**src/rtl/pipe_hazard_ctrl.sv**
```systemverilog
// ---------------------------------------------------------------------------
// pipe_hazard_ctrl
//   Interlock and forwarding controller for a 5-stage IF/ID/EXE/MEM/WB core.
//   It keeps a shadow copy of the destination-register info of the EXE, MEM
//   and WB slots. Every cycle it decides whether the ID instruction issues,
//   stalls or is flushed, and it picks the operand forwarding source for
//   rj/rk. A fixed-latency divider is sequenced by holding EXE.
//
// Parameters
//   DIV_LAT      EXE occupancy of a divide in cycles (>= 1)
// Ports
//   clk, reset               clock, synchronous active-high reset
//   id_valid                 ID holds a valid instruction
//   id_rj, id_rk, id_rd      ID source / destination register numbers
//   id_use_rj, id_use_rk     ID instruction reads rj / rk
//   id_rf_we                 ID instruction writes id_rd
//   id_is_load, id_is_div    ID instruction is a load / uses the divider
//   exe_br_taken             branch resolved taken in EXE this cycle
//   stall_if, stall_id       hold IF / ID registers
//   flush_if, flush_id       invalidate IF / ID registers next edge
//   issue                    ID instruction enters EXE at this edge
//   exe_hold                 EXE holds its instruction (divide running)
//   fwd_rj, fwd_rk           0 RF, 1 EXE, 2 MEM, 3 WB
// ---------------------------------------------------------------------------
module pipe_hazard_ctrl #(
    parameter int DIV_LAT = 4
) (
    input  logic       clk,
    input  logic       reset,
    input  logic       id_valid,
    input  logic [4:0] id_rj,
    input  logic [4:0] id_rk,
    input  logic [4:0] id_rd,
    input  logic       id_use_rj,
    input  logic       id_use_rk,
    input  logic       id_rf_we,
    input  logic       id_is_load,
    input  logic       id_is_div,
    input  logic       exe_br_taken,
    output logic       stall_if,
    output logic       stall_id,
    output logic       flush_if,
    output logic       flush_id,
    output logic       issue,
    output logic       exe_hold,
    output logic [1:0] fwd_rj,
    output logic [1:0] fwd_rk
);

    localparam int            CW       = $clog2(DIV_LAT) + 1;
    localparam logic [CW-1:0] DIV_LOAD = CW'(DIV_LAT - 1);
    localparam logic [CW-1:0] CNT_ZERO = {CW{1'b0}};
    localparam logic [CW-1:0] CNT_ONE  = CW'(1);

    // Slot shadow registers
    logic          exe_valid_r, exe_we_r, exe_ld_r;
    logic [4:0]    exe_rd_r;
    logic          mem_valid_r, mem_we_r, mem_ld_r;
    logic [4:0]    mem_rd_r;
    logic          wb_valid_r, wb_we_r, wb_ld_r;
    logic [4:0]    wb_rd_r;
    logic [CW-1:0] div_cnt_r;

    // Combinational decision signals
    logic       exe_writer_s, mem_writer_s, wb_writer_s;
    logic       rj_used_s, rk_used_s;
    logic       load_use_s, flush_s, issue_s, hold_s, stall_s;
    logic [1:0] fwd_rj_s, fwd_rk_s;

    // A slot only counts as a writer if it is valid, writes, and targets a
    // register other than r0.
    function automatic logic is_writer(input logic v, input logic we,
                                       input logic [4:0] rd);
        return v & we & (rd != 5'd0);
    endfunction

    // Priority forwarding select for one source operand. An EXE load is not
    // eligible (its data is not ready); the load-use stall covers that case.
    function automatic logic [1:0] fwd_sel(
        input logic       used,
        input logic [4:0] r,
        input logic       exe_ok,
        input logic [4:0] exe_rd,
        input logic       mem_ok,
        input logic [4:0] mem_rd,
        input logic       wb_ok,
        input logic [4:0] wb_rd
    );
        logic [1:0] sel;
        if (!used) begin
            sel = 2'd0;
        end else if (exe_ok && (exe_rd == r)) begin
            sel = 2'd1;
        end else if (mem_ok && (mem_rd == r)) begin
            sel = 2'd2;
        end else if (wb_ok && (wb_rd == r)) begin
            sel = 2'd3;
        end else begin
            sel = 2'd0;
        end
        return sel;
    endfunction

    // Hazard detection, issue/stall/flush decisions and forwarding selects
    always_comb begin
        exe_writer_s = is_writer(exe_valid_r, exe_we_r, exe_rd_r);
        mem_writer_s = is_writer(mem_valid_r, mem_we_r, mem_rd_r);
        wb_writer_s  = is_writer(wb_valid_r, wb_we_r, wb_rd_r);

        // r0 is never a real source
        rj_used_s = id_use_rj & (id_rj != 5'd0);
        rk_used_s = id_use_rk & (id_rk != 5'd0);

        hold_s     = (div_cnt_r != CNT_ZERO);
        load_use_s = id_valid & exe_writer_s & exe_ld_r &
                     ((rj_used_s & (id_rj == exe_rd_r)) |
                      (rk_used_s & (id_rk == exe_rd_r)));
        // A branch resolving while the divider holds EXE is not real yet
        flush_s    = exe_br_taken & ~hold_s;
        issue_s    = id_valid & ~load_use_s & ~hold_s & ~flush_s;
        stall_s    = id_valid & (load_use_s | hold_s) & ~flush_s;

        fwd_rj_s = fwd_sel(rj_used_s, id_rj, exe_writer_s & ~exe_ld_r, exe_rd_r,
                           mem_writer_s, mem_rd_r, wb_writer_s, wb_rd_r);
        fwd_rk_s = fwd_sel(rk_used_s, id_rk, exe_writer_s & ~exe_ld_r, exe_rd_r,
                           mem_writer_s, mem_rd_r, wb_writer_s, wb_rd_r);
    end

    assign stall_if = stall_s;
    assign stall_id = stall_s;
    assign flush_if = flush_s;
    assign flush_id = flush_s;
    assign issue    = issue_s;
    assign exe_hold = hold_s;
    assign fwd_rj   = fwd_rj_s;
    assign fwd_rk   = fwd_rk_s;

    // Slot advance, divider hold sequencing and reset
    always_ff @(posedge clk) begin
        if (reset) begin
            exe_valid_r <= 1'b0;
            exe_we_r    <= 1'b0;
            exe_ld_r    <= 1'b0;
            exe_rd_r    <= 5'd0;
            mem_valid_r <= 1'b0;
            mem_we_r    <= 1'b0;
            mem_ld_r    <= 1'b0;
            mem_rd_r    <= 5'd0;
            wb_valid_r  <= 1'b0;
            wb_we_r     <= 1'b0;
            wb_ld_r     <= 1'b0;
            wb_rd_r     <= 5'd0;
            div_cnt_r   <= CNT_ZERO;
        end else if (hold_s) begin
            // EXE keeps the divide; MEM receives a bubble while WB drains
            wb_valid_r  <= mem_valid_r;
            wb_we_r     <= mem_we_r;
            wb_ld_r     <= mem_ld_r;
            wb_rd_r     <= mem_rd_r;
            mem_valid_r <= 1'b0;
            div_cnt_r   <= div_cnt_r - CNT_ONE;
        end else begin
            wb_valid_r  <= mem_valid_r;
            wb_we_r     <= mem_we_r;
            wb_ld_r     <= mem_ld_r;
            wb_rd_r     <= mem_rd_r;
            mem_valid_r <= exe_valid_r;
            mem_we_r    <= exe_we_r;
            mem_ld_r    <= exe_ld_r;
            mem_rd_r    <= exe_rd_r;
            exe_valid_r <= issue_s;
            exe_we_r    <= id_rf_we;
            exe_ld_r    <= id_is_load;
            exe_rd_r    <= id_rd;
            if (issue_s && id_is_div) begin
                div_cnt_r <= DIV_LOAD;
            end else begin
                div_cnt_r <= div_cnt_r;
            end
        end
    end

endmodule

```
**config.mk**
```make
export PLATFORM = sky130hd
export DESIGN_NAME = pipe_hazard_ctrl
export DESIGN_NICKNAME = d
export VERILOG_FILES = /design/src/rtl/pipe_hazard_ctrl.sv
export SDC_FILE = /design/constraint.sdc
export NUM_CORES = 1
export LEC_CHECK = 0
export BUFFER_PORTS_ARGS = -buffer_cell sky130_fd_sc_hd__clkbuf_2
export CELL_PAD_IN_SITES_DETAIL_PLACEMENT = 1
export CELL_PAD_IN_SITES_GLOBAL_PLACEMENT = 1
export CORE_MARGIN = 2
export CORE_UTILIZATION = 38
export CTS_BUF_LIST = sky130_fd_sc_hd__clkbuf_16
export DETAILED_ROUTE_END_ITERATION = 8
export GPL_ROUTABILITY_DRIVEN = 0
export GPL_TIMING_DRIVEN = 0
export PLACE_DENSITY = 0.87
export SLEW_MARGIN = 0
export SYNTH_ARGS = -nofsm -noshare
export SYNTH_HDL_FRONTEND = slang
export SYNTH_SLANG_ARGS = --single-unit
```
**constraint.sdc**
```tcl
create_clock -name clk -period 2.1 [get_ports clk]
set_input_delay 0.21 -clock clk [delete_from_list [all_inputs] [get_ports clk]]
set_output_delay 0.21 -clock clk [all_outputs]
set_load 0.02 [all_outputs]
```
# Word-level counts from Yosys, hierarchy flattened

Cells that the tools add are included.

Flip-flop bits (word level): 25
Bits in latches: 0
Memory bits (writable): 0
Bits in read-only memories: 0
Input bits: 24
Output and inout bits: 10
Word-level logic and storage cells: 71
Memories kept: 0

Add/subtract/negate cells: 1
Multiply operators: 0
Div/mod/pow operators: 0
$lt $le $gt $ge: 0
Equality and inequality tests: 8
Shift-type cells: 0
Multiplexer cells: 10
Bitwise gates (word level): 26
Reductions and logical operators: 15

Operators with widths:

| operator                                                           | count |
|---|---|
| 5-bit == test                                                      | 8 |
| 5-bit nonzero test                                                 | 5 |
| 1-bit AND                                                          | 20 |
| 2-bit 2-to-1 mux                                                   | 8 |
| 1-bit logical AND                                                  | 7 |
| 3-bit 2-to-1 mux                                                   | 2 |
| 1-bit NOT                                                          | 4 |
| 3-bit nonzero test                                                 | 1 |
| 3-bit by 1-bit subtractor with 3-bit output, second input constant | 1 |
| 1-bit bitwise OR                                                   | 2 |
| 2-bit nonzero test                                                 | 1 |
| 2-bit OR reduction                                                 | 1 |

# Depth between registers and ports, before layout

Gate-level depths: netlist of the first run.

Word-level depth: 12
Depth in mapped cells: 8
Depth with buffers taken out: 6

# Worst setup path after synthesis of the first run

Ideal clock, no wire load.

Path kind: register -> output
From: register exe_rd_r[2]
To: output fwd_rj[1]
Data arrival time: 1.694 ns
Data required time: 1.890 ns
Path slack: 0.196 ns
Cell stages (with the launch flop): 5
Buffers on the path: 0
Path through: dfxtp_1 -> or4_1 -> nor2_1 -> nor3_1 -> a221oi_1

Word-level cells in the longest chain between the ends: 6
Elaborated cells between the ends (all ways): 7
Those cells by class: 1 x eq/ne; 2 x mux; 2 x bitwise; 2 x reduce/logical

RTL lines:

| element                | line | text |
|---|---|---|
| from (decl)            | 57   | `logic [4:0] exe_rd_r;` |
| from (signal assigned) | 174  | `exe_rd_r <= id_rd;` |
| 5-bit nonzero test     | 74   | `return v & we & (rd != 5'd0);` |
| 1-bit AND              | 74   |  |
| 1-bit AND              | 123  | `fwd_rj_s = fwd_sel(rj_used_s, id_rj, exe_writer_s & ~exe_ld_r, exe_rd_r,` |
| 1-bit logical AND (*)  | 92   | `end else if (exe_ok && (exe_rd == r)) begin` |
| 2-bit 2-to-1 mux (*)   | 92   |  |
| 2-bit 2-to-1 mux (*)   | 90   | `if (!used) begin` |
| to (decl)              | 46   | `output logic [1:0] fwd_rj,` |

Every way passes the cells marked *; elsewhere a longest branch is shown, timed or not.

# Final worst setup path of the first run

From: register wb_rd_r[4]
To: output fwd_rj[1]

Word-level cells in the longest chain between the ends: 7
Elaborated cells between the ends (all ways): 8
Those cells by class: 1 x eq/ne; 4 x mux; 1 x bitwise; 2 x reduce/logical

RTL lines:

| element                | line | text |
|---|---|---|
| from (decl)            | 61   | `logic [4:0] wb_rd_r;` |
| from (signal assigned) | 159  | `wb_rd_r <= mem_rd_r;` |
| from (signal assigned) | 166  | `wb_rd_r <= mem_rd_r;` |
| 5-bit nonzero test     | 74   |  |
| 1-bit AND              | 74   |  |
| 1-bit logical AND (*)  | 96   | `end else if (wb_ok && (wb_rd == r)) begin` |
| 2-bit 2-to-1 mux (*)   | 96   |  |
| 2-bit 2-to-1 mux (*)   | 94   | `end else if (mem_ok && (mem_rd == r)) begin` |
| 2-bit 2-to-1 mux (*)   | 92   |  |
| 2-bit 2-to-1 mux (*)   | 90   |  |

Marked as above.

==> flow_metrics.env, run 1 <==
export IMPL_synth_nets=198
export IMPL_finalHoldViolations=0
export IMPL_power_density_mw_per_mm2=1183
export IMPL_placed_cells=250
export IMPL_hold_start="id_rd[3]"
export IMPL_drc_errors=0
export IMPL_grt_pass1_wl_um=6637
export IMPL_root_buffer="clkbuf_16"
export IMPL_multi_input_area_um2=943.4
export IMPL_p_leak_nw=0.7726
export IMPL_vias=1355
export IMPL_r2r_end="div_cnt_r[1]"
export IMPL_fmax_ghz=0.4713
export IMPL_clock_sinks=25
export IMPL_track_usage=0.2124
export IMPL_fillCellCount=427
export IMPL_ios=34
export IMPL_final_common_cell="nand2_1"
export IMPL_clock_path_buffers=2
export IMPL_netlist_area_leader_share=0.3594
export IMPL_drive_above_1_share=0.3521
export IMPL_yosysTopAreaCell="dfxtp_1"
export IMPL_layout_setup_ws_ps=-21.58
export IMPL_tightest_slew_ps=519.0
export IMPL_coreArea_mm2=0.003416
export IMPL_synthTopCellsByArea="dfxtp_1 36%, xnor2_1 11%, nand2_1 9.7%"
export IMPL_syn_area_mm2=0.001393
export IMPL_start_util=0.4077
export IMPL_r2r_slack_ps=140
export IMPL_die_w_um=64.54
export IMPL_clkLatencyLatePin_ps=260
export IMPL_cts_tree="yes"
export IMPL_overflow=0
export IMPL_ys_async_sr_fraction=0
export IMPL_grt_max_degree=18
export IMPL_violations="negative setup slack"
export IMPL_end_kind="output port"
export IMPL_cts_max_level=1
export IMPL_holdPathStages=3
export IMPL_timing_final_crit_share=1.010
export IMPL_post_route_min_period_ps=2122
export IMPL_firstDrtPassIters=4
export IMPL_diodes=0
export IMPL_finalNetCount=240
export IMPL_synth_cell_types=28
export IMPL_relSlewSlack=0.6540
export IMPL_antenna_found_initial=0
export IMPL_grt_pass1_vias=1425
export IMPL_required_ps=1890
export IMPL_status="finished, violations left"
export IMPL_slew_viol_final=0
export IMPL_synth_ff_type="dfxtp_1"
export IMPL_drt_wl_total_um=4437
export IMPL_clk_pin_slew_ps=60
export IMPL_mostFrequentLayoutCells="34 x nand2_1, 26 x clkbuf_2, 16 x dfxtp_1"
export IMPL_synth_edf_count=0
export IMPL_cts_made_buffers=3
export IMPL_layout_cells_non_filler=259
export IMPL_grt_use_met3=0.03472
export IMPL_setup_viol=1
export IMPL_ys_ff_latch=25
export IMPL_io_buffer_count=32
export IMPL_grt_use_met2=0.3867
export IMPL_drt_antenna_violating_nets=0
export IMPL_routedWlPerCell_um=17.13
export IMPL_drt_iter0_markers=61
export IMPL_fin_hold_ws_ps=163.3
export IMPL_syn_to_final_growth_pct=35.04
export IMPL_arrival_ps=1910
export IMPL_worstHoldEndpoint="exe_rd_r[3]"
export IMPL_r2r_start="exe_rd_r[2]"
export IMPL_dp_hpwl_um=2995
export IMPL_setup_worst_path_start_class="register"
export IMPL_seq_area_um2=519.2
export IMPL_syn_instance_count=172
export IMPL_fp_dieArea_mm2=0.004165
export IMPL_grt_busiest_layer="met2"
export IMPL_path_class="register to output port"
export IMPL_rsz0062_at_grt="true"
export IMPL_synth_avg_cell_area_um2=8.096
export IMPL_skew_ps=1.556
export IMPL_cp_max_fo=3
export IMPL_yosysWarningCount=0
export IMPL_viasPerCell=5.232
export IMPL_die_y_um=64.54
export IMPL_grt_use_met1=0.2411
export IMPL_ir_drop_uv=794.0
export IMPL_hp_class="input pin to register"
export IMPL_synth_seq_area_share=0.3594
export IMPL_rows=21
export IMPL_drv_max_cap_violation_count=0
export IMPL_reg2regPathDepth=7
kinds of logic after synthesis:
family,synth area share
buffers and inverters,0.04042
adder cells (fa/ha/maj),0.01797
AO/OA/AOI/OAI,0.1231
XOR/XNOR,0.1887
AND/OR/NAND/NOR,0.2525
multiplexers,0.01797
flip-flops,0.3594
power by group:
part           switching, W  internal, W
Combinational      0.000598     0.000445
Clock              0.000174     0.000257
Sequential         0.000147     0.000604
cell type report:
| class | count | share of cell area |
|---|---|---|
| Buffer | 7 | 0.02395 |
| Sequential cell | 25 | 0.2761 |
| Multi-Input combinational cell | 134 | 0.5017 |
| Clock buffer | 3 | 0.03992 |
| Clock inverter | 1 | 0.002661 |
| Tap cell | 46 | 0.03061 |
| Timing Repair Buffer | 38 | 0.1144 |
| Inverter | 5 | 0.01065 |
worst max-delay path by stage:
stage | slack, ps | start | cells past startpoint | end
2_1_floorplan | 200 | exe_rd_r[2] | 4 | fwd_rj[1]
3_3_place_gp | 10 | div_cnt_r[0] | 7 | div_cnt_r[1]
3_5_place_dp | -50 | div_cnt_r[0] | 8 | stall_if
4_1_cts | -70 | wb_rd_r[2] | 6 | fwd_rk[1]
5_1_grt | -120 | wb_rd_r[4] | 7 | fwd_rj[0]
6_report | -20 | wb_rd_r[4] | 7 | fwd_rj[1]
sequential cells by signal, summed over array words and instances (netlist names):
name,cells
exe_valid_r,1
wb_we_r,1
wb_rd_r,5
mem_valid_r,1
mem_rd_r,5
mem_we_r,1
exe_ld_r,1
exe_we_r,1
div_cnt_r,3
exe_rd_r,5
wb_valid_r,1
cell usage after synthesis, types with 2 or more instances:
cell type  number
or4_1           4
a21oi_1        16
nor2_1          7
xnor2_1        17
o21ai_2         3
nor4_1          4
dfxtp_1        25
nand4_1         4
clkbuf_1        6
inv_1           4
ha_1            2
nand3_1         2
xor2_1         13
nor2b_1         9
nor3_1          6
a211oi_1        2
buf_4           2
nand2_1        36
metrics by stage:
stage | total power [W] | setup TNS [ps] | setup WS [ps] | area (um2) | util
2_1_floorplan | 0.001344 | 0 | 195.8 | 1393 | -
3_3_place_gp | 0.001568 | 0 | 10.83 | 1610 | 0.4714
3_5_place_dp | 0.001604 | -57.76 | -46.03 | 1610 | 0.4714
4_1_cts | 0.002068 | -153.5 | -69.32 | 1715 | 0.5022
5_1_grt | 0.002382 | -489.1 | -118.3 | 1881 | 0.5505
6_report | 0.002224 | -21.58 | -21.58 | 1881 | 0.5505
routing by layer:
| layer | part of all wire | routed length (um) | up-vias |
|---|---|---|---|
| met5 | 0 | 0 | - |
| met4 | 0.022 | 97 | 0 |
| met3 | 0.034 | 151 | 9 |
| met2 | 0.52 | 2320 | 40 |
| met1 | 0.42 | 1868 | 642 |
| li1 | - | - | 664 |
worst max-delay path: stages, from the launching register on:
cell and delay [ps]:
dfxtp_2 340, or4_4 510, o211ai_1 270, buf_4 170
nor4_2 40, nand3_1 90, a221oi_2 60, buf_4 170
repair_timing:
item | in CTS | in global routing
gates resized for setup | 12 | 37
buffers inserted | 0 | 6
endpoints found under the setup margin | 9 | 7
hold buffers | 0 | 0
pin swaps | 1 | 16
hold endpoints to repair | 0 | 0
Note: power is estimated with default switching activity, not from simulation.
==> inputs of run 2 (changes only) <==
Settings changed: CORE_UTILIZATION 38 to 41, PLACE_DENSITY 0.87 to 0.92.
Clock period 2.1 ns to 2.66 ns, I/O delays scaled along.
==> run 2 against run 1 <==
  * The flow now finishes without violations
  * Power fell by 28%
  * Flip-flop and latch count stayed put
  * Final area down 10%
  * Clock power is 23% lower
  * Final cell count down 1.9%
  * Non-clock buffer count fell by 5
  * Die area shrank 6.9%
  * Count of clock-buffer cells in the layout unchanged
  * Largest cell class unchanged
  * Worst hold slack better by 64 ps
  * Highest routed layer unchanged
==> flow_metrics.env, run 2 (synthesis results as in run 1) <==
export IMPL_power_density_mw_per_mm2=941.1
export IMPL_timing_final_crit_share=0.8855
export IMPL_drt_antenna_violating_nets=0
export IMPL_cts_setup_buffers=0
export IMPL_drt_iter0_markers=33
export IMPL_grt_use_met3=0.03261
export IMPL_post_route_min_period_ps=2355
export IMPL_rsz0062_at_grt="false"
export IMPL_viasPerCell=5.142
export IMPL_fp_dieArea_mm2=0.003879
export IMPL_end_kind="output port"
export IMPL_clock_path_buffers=2
export IMPL_setup_tns_ps=0
export IMPL_rows=21
export IMPL_firstDrtPassIters=5
export IMPL_status="finished, final reports clean"
export IMPL_arrival_ps=2090
export IMPL_final_common_cell="nand2_1"
export IMPL_diodes=0
export IMPL_cp_max_fo=10
export IMPL_drive_above_1_share=0.2163
export IMPL_top_regs="exe_rd_r: 5 flops, mem_rd_r: 5 flops, wb_rd_r: 5 flops"
export IMPL_hp_class="input pin to register"
export IMPL_place_area_mm2=0.001610
export IMPL_drt_wl_total_um=3703
export IMPL_fin_area_mm2=0.001692
export IMPL_fmax_ghz=0.4245
export IMPL_grt_pass1_vias=1408
export IMPL_ir_drop_uv=562.8
export IMPL_ios=34
export IMPL_fin_hold_ws_ps=227.0
export IMPL_finalNetCount=235
export IMPL_track_usage=0.2043
export IMPL_finalHoldViolations=0
export IMPL_grt_use_met1=0.2590
export IMPL_final_core_util=0.5110
export IMPL_clk_pin_slew_ps=60
export IMPL_coreArea_mm2=0.003311
export IMPL_post_cts_resized=0
export IMPL_p_leak_nw=0.7094
export IMPL_setup_viol=0
export IMPL_io_buffer_count=32
export IMPL_ctsHoldBuffers=0
export IMPL_grt_max_degree=15
export IMPL_antenna_found_initial=0
export IMPL_required_ps=2390
export IMPL_grt_use_met2=0.3519
export IMPL_root_buffer="clkbuf_16"
export IMPL_slew_viol_final=0
export IMPL_drc_errors=0
export IMPL_cts_tree="yes"
export IMPL_grt_pass1_wl_um=6417
export IMPL_cts_made_buffers=3
export IMPL_setup_worst_path_start_class="register"
export IMPL_overflow=0
export IMPL_clkLatencyLatePin_ps=260
export IMPL_tightest_slew_ps=526.7
export IMPL_cts_max_level=1
export IMPL_die_w_um=62.28
export IMPL_routedWlPerCell_um=14.58
export IMPL_grt_busiest_layer="met2"
export IMPL_syn_to_final_growth_pct=21.47
export IMPL_skew_ps=2.073
export IMPL_die_y_um=62.28
export IMPL_drv_max_cap_violation_count=0
export IMPL_relSlewSlack=0.6461
export IMPL_vias=1306
export IMPL_dp_hpwl_um=2931
export IMPL_path_class="register to output port"
export IMPL_start_util=0.4206
export IMPL_clock_sinks=25
export IMPL_mostFrequentLayoutCells="36 x nand2_1, 33 x clkbuf_2, 25 x dfxtp_1"
[run 2: cell types whose count changed in the layout (fill, tap and decap cells not counted), moves of 3 or more]
| cell | delta |
|---|---|
| clkbuf_2 | +7 |
| dfxtp_2 | -6 |
| nor4_1 | +4 |
| dfxtp_1 | +9 |
| dfxtp_4 | -3 |
| buf_4 | -10 |
[run 2: routing by layer]
metal | vias up | part of all wire
li1 | 656 | -
met3 | 4 | 0.050
met4 | 0 | 0.0084
met1 | 604 | 0.44
met2 | 42 | 0.50
met5 | - | 0
[run 2: path summary, 6_finish.rpt]
check	end	cells after the start	startpoint	slack (ps)
worst max-delay path	stall_if	8	div_cnt_r[0]	300
worst max register to register	div_cnt_r[1]	7	div_cnt_r[0]	650
worst min register to register	exe_valid_r	2	exe_valid_r	480
worst min-delay path	exe_ld_r	3	id_is_load	230
[run 2: power by group]
group	leakage [nW]	switching [W]	total [W]	internal, W
sequential	0.204	0.000101	0.000567	0.000467
combinational	0.464	0.000418	0.000693	0.000275
clock	0.0409	0.000129	0.000332	0.000202
[run 2: layout make-up]
cell class                 instances  area, um2
clock inverter                     1      5.005
clock buffer                       3      75.07
inverter                           5      18.77
tap                               46      57.56
buffer                             8      38.79
fill                             427       1619
sequential                        25      500.5
timing repair buffer              32      160.2
multi-input combinational        134      835.8
[run 2: stage by stage]
| stage | std cells | worst slack (ps) | power [W] |
|---|---|---|---|
| 2_1_floorplan | 172 | 699.8 | 0.001061 |
| 3_3_place_gp | 250 | 505.4 | 0.001237 |
| 3_5_place_dp | 250 | 450.6 | 0.001265 |
| 4_1_cts | 254 | 144.7 | 0.001601 |
| 5_1_grt | 254 | 144.9 | 0.001720 |
| 6_report | 254 | 304.6 | 0.001592 |
[run 2: worst max-delay path, stage by stage, from the launching register on]
cell and delay, ps:
dfxtp_1 300, inv_1 120, ha_1 190, nor2b_1 140, clkbuf_1 370, clkbuf_2 310
a21oi_1 120, buf_4 140, clkbuf_2 140
